**src/rtl/uart_rx_pkg.sv**
```systemverilog
// Shared UART definitions: baud constant, data width and receiver FSM states.
package uart_rx_pkg;

    localparam int unsigned CLOCKS_PER_BAUD_115200 = 104;
    localparam int unsigned DATA_BITS              = 8;

    typedef enum logic [2:0] {
        ST_IDLE      = 3'd0,
        ST_START     = 3'd1,
        ST_DATA      = 3'd2,
        ST_STOP      = 3'd3,
        ST_WAIT_IDLE = 3'd4
    } uart_state_e;

endpackage

```
**src/rtl/sync2.sv**
```systemverilog
// Two-flop synchronizer for a single asynchronous bit, with a selectable reset value.
module sync2 #(
    parameter logic RESET_VALUE = 1'b1
) (
    input  logic clk_i,
    input  logic rst_i,
    input  logic d_i,
    output logic q_o
);

    logic meta_q;
    logic sync_q;

    always_ff @(posedge clk_i or posedge rst_i) begin
        if (rst_i) begin
            meta_q <= RESET_VALUE;
            sync_q <= RESET_VALUE;
        end else begin
            meta_q <= d_i;
            sync_q <= meta_q;
        end
    end

    assign q_o = sync_q;

endmodule

```
**src/rtl/uart_rx.sv**
```systemverilog
// 8N1 UART receiver: synchronized line, mid-bit sampling FSM, registered outputs.
module uart_rx
    import uart_rx_pkg::*;
#(
    parameter int unsigned CLOCKS_PER_BAUD = CLOCKS_PER_BAUD_115200
) (
    input  logic                 clk_i,
    input  logic                 rst_i,
    input  logic                 rx_i,
    output logic [DATA_BITS-1:0] data_o,
    output logic                 valid_o,
    output logic                 frame_err_o,
    output logic                 busy_o
);

    localparam int CNT_W = $clog2(CLOCKS_PER_BAUD + 1);
    localparam int BIT_W = $clog2(DATA_BITS);
    // The counter counts down through zero inclusive, so loads are one less than the wanted interval.
    localparam logic [CNT_W-1:0] HALF_LOAD = CNT_W'(CLOCKS_PER_BAUD / 2 - 1);
    localparam logic [CNT_W-1:0] BAUD_LOAD = CNT_W'(CLOCKS_PER_BAUD - 1);
    localparam logic [BIT_W-1:0] LAST_BIT  = BIT_W'(DATA_BITS - 1);

    logic rxs;

    uart_state_e          state_q, state_d;
    logic [CNT_W-1:0]     cnt_q,   cnt_d;
    logic [BIT_W-1:0]     bit_q,   bit_d;
    logic [DATA_BITS-1:0] shift_q, shift_d;
    logic [DATA_BITS-1:0] data_q,  data_d;
    logic                 valid_q, valid_d;
    logic                 err_q,   err_d;
    logic                 busy_q,  busy_d;
    logic                 tick;

    sync2 #(
        .RESET_VALUE(1'b1)
    ) u_sync (
        .clk_i(clk_i),
        .rst_i(rst_i),
        .d_i  (rx_i),
        .q_o  (rxs)
    );

    assign tick = (cnt_q == '0);

    always_ff @(posedge clk_i or posedge rst_i) begin
        if (rst_i) begin
            state_q <= ST_IDLE;
            cnt_q   <= '0;
            bit_q   <= '0;
            shift_q <= '0;
            data_q  <= '0;
            valid_q <= 1'b0;
            err_q   <= 1'b0;
            busy_q  <= 1'b0;
        end else begin
            state_q <= state_d;
            cnt_q   <= cnt_d;
            bit_q   <= bit_d;
            shift_q <= shift_d;
            data_q  <= data_d;
            valid_q <= valid_d;
            err_q   <= err_d;
            busy_q  <= busy_d;
        end
    end

    always_comb begin
        state_d = state_q;
        cnt_d   = cnt_q;
        bit_d   = bit_q;
        shift_d = shift_q;
        data_d  = data_q;
        valid_d = 1'b0;
        err_d   = 1'b0;

        unique case (state_q)
            ST_IDLE: begin
                if (!rxs) begin
                    state_d = ST_START;
                    cnt_d   = HALF_LOAD;
                end
            end
            ST_START: begin
                if (!tick) begin
                    cnt_d = cnt_q - 1'b1;
                end else if (rxs) begin
                    state_d = ST_IDLE;
                end else begin
                    state_d = ST_DATA;
                    cnt_d   = BAUD_LOAD;
                    bit_d   = '0;
                end
            end
            ST_DATA: begin
                if (!tick) begin
                    cnt_d = cnt_q - 1'b1;
                end else begin
                    shift_d[bit_q] = rxs;
                    cnt_d          = BAUD_LOAD;
                    bit_d          = bit_q + 1'b1;
                    if (bit_q == LAST_BIT) begin
                        state_d = ST_STOP;
                    end
                end
            end
            ST_STOP: begin
                if (!tick) begin
                    cnt_d = cnt_q - 1'b1;
                end else if (rxs) begin
                    data_d  = shift_q;
                    valid_d = 1'b1;
                    state_d = ST_IDLE;
                end else begin
                    err_d   = 1'b1;
                    state_d = ST_WAIT_IDLE;
                end
            end
            ST_WAIT_IDLE: begin
                // A held-low break stays here so only one error pulse is raised.
                if (rxs) begin
                    state_d = ST_IDLE;
                end
            end
            default: begin
                state_d = ST_IDLE;
            end
        endcase

        busy_d = (state_d != ST_IDLE);
    end

    assign data_o      = data_q;
    assign valid_o     = valid_q;
    assign frame_err_o = err_q;
    assign busy_o      = busy_q;

endmodule

```
**config.mk**
```make
export PLATFORM = sky130hd
export DESIGN_NAME = uart_rx
export DESIGN_NICKNAME = d
export VERILOG_FILES = /design/src/rtl/uart_rx_pkg.sv /design/src/rtl/sync2.sv /design/src/rtl/uart_rx.sv
export SDC_FILE = /design/constraint.sdc
export NUM_CORES = 1
export LEC_CHECK = 0
export CAP_MARGIN = 15
export CORE_MARGIN = 10
export CORE_UTILIZATION = 51
export CTS_CLUSTER_DIAMETER = 150
export DETAILED_ROUTE_END_ITERATION = 8
export GPL_TIMING_DRIVEN = 1
export PLACE_DENSITY = 0.81
export SLEW_MARGIN = 20
export SYNTH_ARGS = -nofsm -noshare
export SYNTH_HDL_FRONTEND = slang
export SYNTH_SLANG_ARGS = --single-unit
```
**constraint.sdc**
```tcl
create_clock -name clk_i -period 1.9 [get_ports clk_i]
set_input_delay 0.38 -clock clk_i [delete_from_list [all_inputs] [get_ports clk_i]]
set_output_delay 0.38 -clock clk_i [all_outputs]
set_load 0.005 [all_outputs]
```
Yosys cells after proc, flatten, opt, wreduce, memory -nomap -nowiden
Index checks and enable logic that the tools add are counted.
- input bits: 3
- register bits after elaboration: 34
- word-level logic and storage cells: 63
- output and inout port bits: 11
- mux-type cells: 28
- reductions and logical operators: 10
- add/subtract/negate cells: 2
- equal/unequal tests: 11
- magnitude comparators: 2
- operators by type and width (operator ; count):
    two-way mux 7 bit ; 5
    two-way mux 3 bit ; 10
    one-hot mux 7 bit (4 select lines) ; 1
    one-hot mux 3 bit (5 select lines) ; 1
    != test 2 bit, second input constant ; 5
    bitwise mux 8 bit ; 1
    AND reduction 4 bit ; 2
    logical NOT 7 bit ; 1
    two-way mux 1 bit ; 7
    subtractor 7 x 1 -> 7 bit, second input constant ; 1
    equality test 3 x 2 -> 1 bit, second input constant ; 2
    equality test 3 bit, second input constant ; 2
    one-hot mux 3 bit (2 select lines) ; 1
    less-than comparator 3 x 4 -> 1 bit, second input constant ; 1
    nonzero test 4 bit ; 1
    adder 3 x 1 -> 3 bit, second input constant ; 1
    demux 1 bit (select 3 bit) ; 1
    equality test 3 x 1 -> 1 bit, second input constant ; 1
    greater-or-equal comparator 3 x 1 -> 1 bit, second input constant ; 1
    logical NOT 3 bit ; 1
    != test 3 bit, second input constant ; 1
    AND reduction 3 bit ; 1
    nonzero test 3 bit ; 1
    two-way mux 2 bit ; 1
    other kinds (3) ; 3

Logic depth before layout (Yosys ltp)
- word-level depth: 5
- gate-level depth with buffers: 6
- mapped depth without buffers: 6

Cells and area by module
From an unflattened synthesis, not the netlist that was laid out.
- cells, all modules: 152
- area total of the unflattened synthesis: 1682.9 µm²
- by module, submodules not included (module ; cells each ; area each (µm²) ; seq. area each (µm²) ; times used):
    uart_rx ; 149 ; 1626.6 ; 800.8 ; 1
    sync2 ; 3 ; 56.3 ; 52.6 ; 1

Worst setup path before layout
Ideal clock, no wire load.
- kind: flip-flop to flip-flop
- from: register cnt_q[0]
- to: register shift_q[6]
- setup slack: -0.038 ns
- arrival time: 1.811 ns
- buffers on the path: 0
- cell stages (with the launch flop): 7
- library setup time: 0.127 ns
- period minus slack after synthesis: 1.938 ns
- data required time: 1.773 ns
- cell sequence: dfrtp_1 inv_1 ha_1 or4b_4 nor4b_4 nand3_1 mux2_1
- longest elaborated chain between the ends: 2
- RTL lines (element ; RTL line ; source):
    start: declaration ; uart_rx.sv:26 ; logic [CNT_W-1:0] cnt_q, cnt_d;
    start signal: assignment ; uart_rx.sv:58 ; cnt_q <= cnt_d;
    logical NOT 7 bit ; uart_rx.sv:44 ; assign tick = (cnt_q == '0);
    AND reduction 2 bit (no line) ; - ;
    end signal: assignment ; uart_rx.sv:60 ; shift_q <= shift_d;
    end: declaration ; uart_rx.sv:28 ; logic [DATA_BITS-1:0] shift_q, shift_d;
Every way passes these cells.
A chain may end at the register's enable or synchronous reset.

Final worst setup path
- from: register cnt_q[0]
- to: register cnt_q[3]
- longest elaborated chain between the ends: 3
- elaborated cells between the ends (all ways): 9
- classes of those cells: add/sub (1); eq/ne (2); mux (4); reduce/logical (2)
- RTL lines (element ; RTL line ; source):
    subtractor 7 x 1 -> 7 bit / logical NOT 7 bit (equally long branches) ; - ;
    two-way mux 7 bit (tied with other cells) ; uart_rx.sv:108 ; if (!tick) begin
    one-hot mux 7 bit (4 select lines) / AND reduction 4 bit (equally long branches) ; - ;
Several ways; a longest one is shown, not always the timed one. The select of a mux whose other input is x is not followed.

==> impl_metrics.tcl <==
set metrics [dict create \
    timing.critical_path.fanout_max 4 \
    least_setup_slack_across_all_paths_after_layout_ns -0.140 \
    worst-slew-pin-transition_ns 0.627 \
    finalNonFillerCells 227 \
    wire_per_inst_um 18.5 \
    final_nets 190 \
    fmax_mhz 490 \
    postSynthCellCount 140 \
    grt_max_degree 26 \
    flow.area_growth_from_synthesis_pct 42.1 \
    crit_cells 9 \
    finalWorstPathRequiredPeriod_ns 2.04 \
    arrival_ns 2.31 \
    worst-r2r-setup-slack_ns -0.14 \
    ys_seq_elements 34 \
    power.total_uw 1140 \
    worst_r2r_path_depth 9 \
    fp.dieArea_mm2 0.00587 \
    finalCritPeriodShare_pct 107 \
    first_global_vias 1321 \
    synth-xor-area-share_pct 0 \
    synth.yosys.seq_area_share_pct 52.2 \
    core_area_mm2 0.00305 \
    pin_count 14 \
    post_synth_mux_area_share_pct 11.7 \
    grt_remaining_overflow 0 \
    cts_max_level 2 \
    cellLeakagePower_uw 0.00104 \
    irDropWorstVdd_mv 0.590 \
    cts_tree "done" \
    detail_route.vias_per_cell 5.84 \
    max_stage_delay_ns 0.51 \
    initial_antenna_violation_count 0 \
    path_buf_inv 4 \
    failed_checks "negative setup slack" \
    syn-num-nets 147 \
    layout.cells.most_common "dfrtp_1" \
    timing.critical_path.required_ns 2.17 \
    place_inst 207 \
    crit_path_end_kind "register" \
    dominant_combinational_cell_family_by_area_after_synthesis "simple AND/OR/NAND/NOR gates" \
    initial_standard_cell_utilization_of_the_core_pct 53.5 \
    tritoncts_num_sinks 34 \
    path_common_cell "buf_6" \
    insertion_delay_ns 0.34 \
    synth_fa_ha_area_share_pct 3.06 \
    critPathTopFamily "buffers and inverters" \
    worstSetupStartpointType "register" \
    p_per_cell_area_mw_per_mm2 493 \
    weighted_congestion_reported_at_the_end_of_routability_driven_placement 0.832 \
    clockRootBuffer "clkbuf_4" \
    syn-cell-area_mm2 0.00163 \
    via_count 1326 \
    setup-violations-final 23 \
    post_synth_and_or_nand_nor_area_fraction_pct 16.2 \
    fin_worst_skew_ns 0.0143 \
    die_wd_um 76.6 \
    commonest_cells_after_routing_fill_and_taps_aside "32 x dfrtp_1, 20 x buf_4, 15 x mux2_4" \
    min_path_type "primary input to async pin" \
    timing.critical_path.cells "inv_2 -> ha_4 -> or4b_4 -> buf_6 -> buf_6 -> o21ai_4 -> buf_6 -> a21oi_2 -> a31oi_1" \
    chipHeight_um 76.6 \
    clkSlewWorstSetupHoldPaths_ns 0.11 \
    dpl.hpwl_um 2400 \
    clock_tree.buffer_depth 2 \
    std_cell_rows 20 \
    grt_first_pass_wirelength_um 6320 \
    layout-drive-gt1-share_pct 45.4 \
    wl_um 4200 \
    drv_cap 0 \
    io_buffer_count 13 \
    drc 0 \
    avgSynthCellArea_um2 11.7 \
    antenna_cells_inserted 0 \
    synth_compound_gate_area_share_pct 13.9 \
    groute.usage.overall_pct 12.9 \
    fill_cells 197 \
    standard_cell_with_the_maximum_stage_delay_on_the_critical_path "or4b_4" \
    worst_hold_slack_ns 0.324 \
    cts_buffers 5 \
    rsz_0062_raised_after_global_routing "true" \
    slew_headroom_pct 58.0 \
    critical_path_class "register to register" \
    final-max-slew-violation-count 0 \
    yosysWarnings 0 \
    drt-pass1-iter-count 4 \
    final_hold_violation_count 0 \
    outcome "finished, violations left" \
    postRouteAntennaNets 0 \
    drt_iter0_markers 142 \
    synthDistinctLibCells 43 \
]
==> cell families after synthesis <==
group,after synthesis
AND/OR/NAND/NOR,39
flip-flops,34
buffers and inverters,13
adder cells (fa/ha/maj),4
multiplexers,17
AO/OA/AOI/OAI,33
==> routing by layer <==
| layer | global-route usage, % | up-vias | part of all wire, % |
|---|---|---|---|
| met3 | 4.01 | 10 | 6.4 |
| met1 | 15.9 | 659 | 41 |
| met5 | 0 | - | 0 |
| met2 | 20.7 | 56 | 51 |
| met4 | 4.46 | 0 | 1.7 |
| li1 | - | 601 | - |
==> repair_timing <==
action                                  4_1_cts  5_1_grt
gates cloned                                  1        0
gates resized for setup                      11       45
hold buffers                                  0        0
endpoints found under the setup margin       22       25
pin swaps                                     4       17
buffers inserted                              5        8
==> Yosys cell counts <==
cell type  number  area (um2)
o311a_1         1        10.0
nor2_1          6        22.5
nand2b_1        1        6.26
a2111oi_0       1        8.76
or2_2           1        6.26
or4b_4          1        13.8
o32a_1          1        10.0
dfstp_2         2        52.6
o21bai_1        1        7.51
a211o_1         1        8.76
nor2_2          1        6.26
nand2_1         7        26.3
a22oi_1         2        15.0
o31ai_1         1        7.51
o21ai_1         1        5.00
a211oi_1        4        30.0
a21oi_1         6        30.0
ha_1            4        50.1
nor4b_1         1        8.76
nand3_1         2        10.0
nor3_1          3        15.0
dfrtp_1        32         801
nand4_1         2        12.5
and2_1          1        6.26
a31oi_1         2        12.5
o21ai_0         5        25.0
nor4b_4         1        23.8
inv_1           7        26.3
mux2_1         14         158
or3_1           2        12.5
a21o_1          2        15.0
o22ai_1         1        6.26
a31o_2          1        8.76
nand3b_1        2        15.0
nor2b_1         2        12.5
clkbuf_1        5        18.8
nand4_4         1        21.3
o22a_1          2        17.5
mux2_2          3        33.8
buf_1           1        3.75
o2111ai_1       1        8.76
nor4b_2         1        15.0
nor3b_1         4        30.0
==> through the flow <==
| step | instance area (um2) | TNS (ns) | util, % | worst slack (ns) |
|---|---|---|---|---|
| floorplan | 1630 | -0.178 | - | -0.0377 |
| global placement | 1930 | -0.632 | 63.2 | -0.0677 |
| detailed placement | 1930 | -1.74 | 63.2 | -0.167 |
| CTS | 2070 | -1.33 | 67.7 | -0.145 |
| global route | 2320 | -3.73 | 76.1 | -0.211 |
| finish | 2320 | -2.30 | 76.1 | -0.140 |
==> flip-flops by register name (all words and copies together), names as in the netlist <==
| signal | count |
|---|---|
| data_o | 8 |
| frame_err_o | 1 |
| cnt_q | 7 |
| valid_o | 1 |
| u_sync.q_o | 1 |
| u_sync.meta_q | 1 |
| bit_q | 3 |
| busy_o | 1 |
| state_q | 3 |
| shift_q | 8 |
==> cell type report <==
type | instances | area [um2] | share of cell area (%)
Clock buffer | 5 | 37.5 | 1.62
Tap cell | 44 | 55.1 | 2.37
Multi-Input combinational cell | 94 | 961 | 41.4
Timing Repair Buffer | 41 | 379 | 16.3
Clock inverter | 2 | 10.0 | 0.431
Inverter | 7 | 26.3 | 1.13
Sequential cell | 34 | 853 | 36.7
==> final timing paths <==
check                              startpoint          to
worst max-delay path                 cnt_q[0]    cnt_q[3]
worst min-delay path                    rst_i    cnt_q[2]
worst max register to register       cnt_q[0]    cnt_q[3]
worst min register to register  u_sync.meta_q  u_sync.q_o
max in group asynchronous               rst_i    bit_q[0]
min in group clk_i              u_sync.meta_q  u_sync.q_o
==> power breakdown <==
group	internal (uW)	switching (uW)
sequential	727	6.63
clock	133	249
combinational	9.46	18.2
total	870	274
Power figures use the tool's default switching activity.
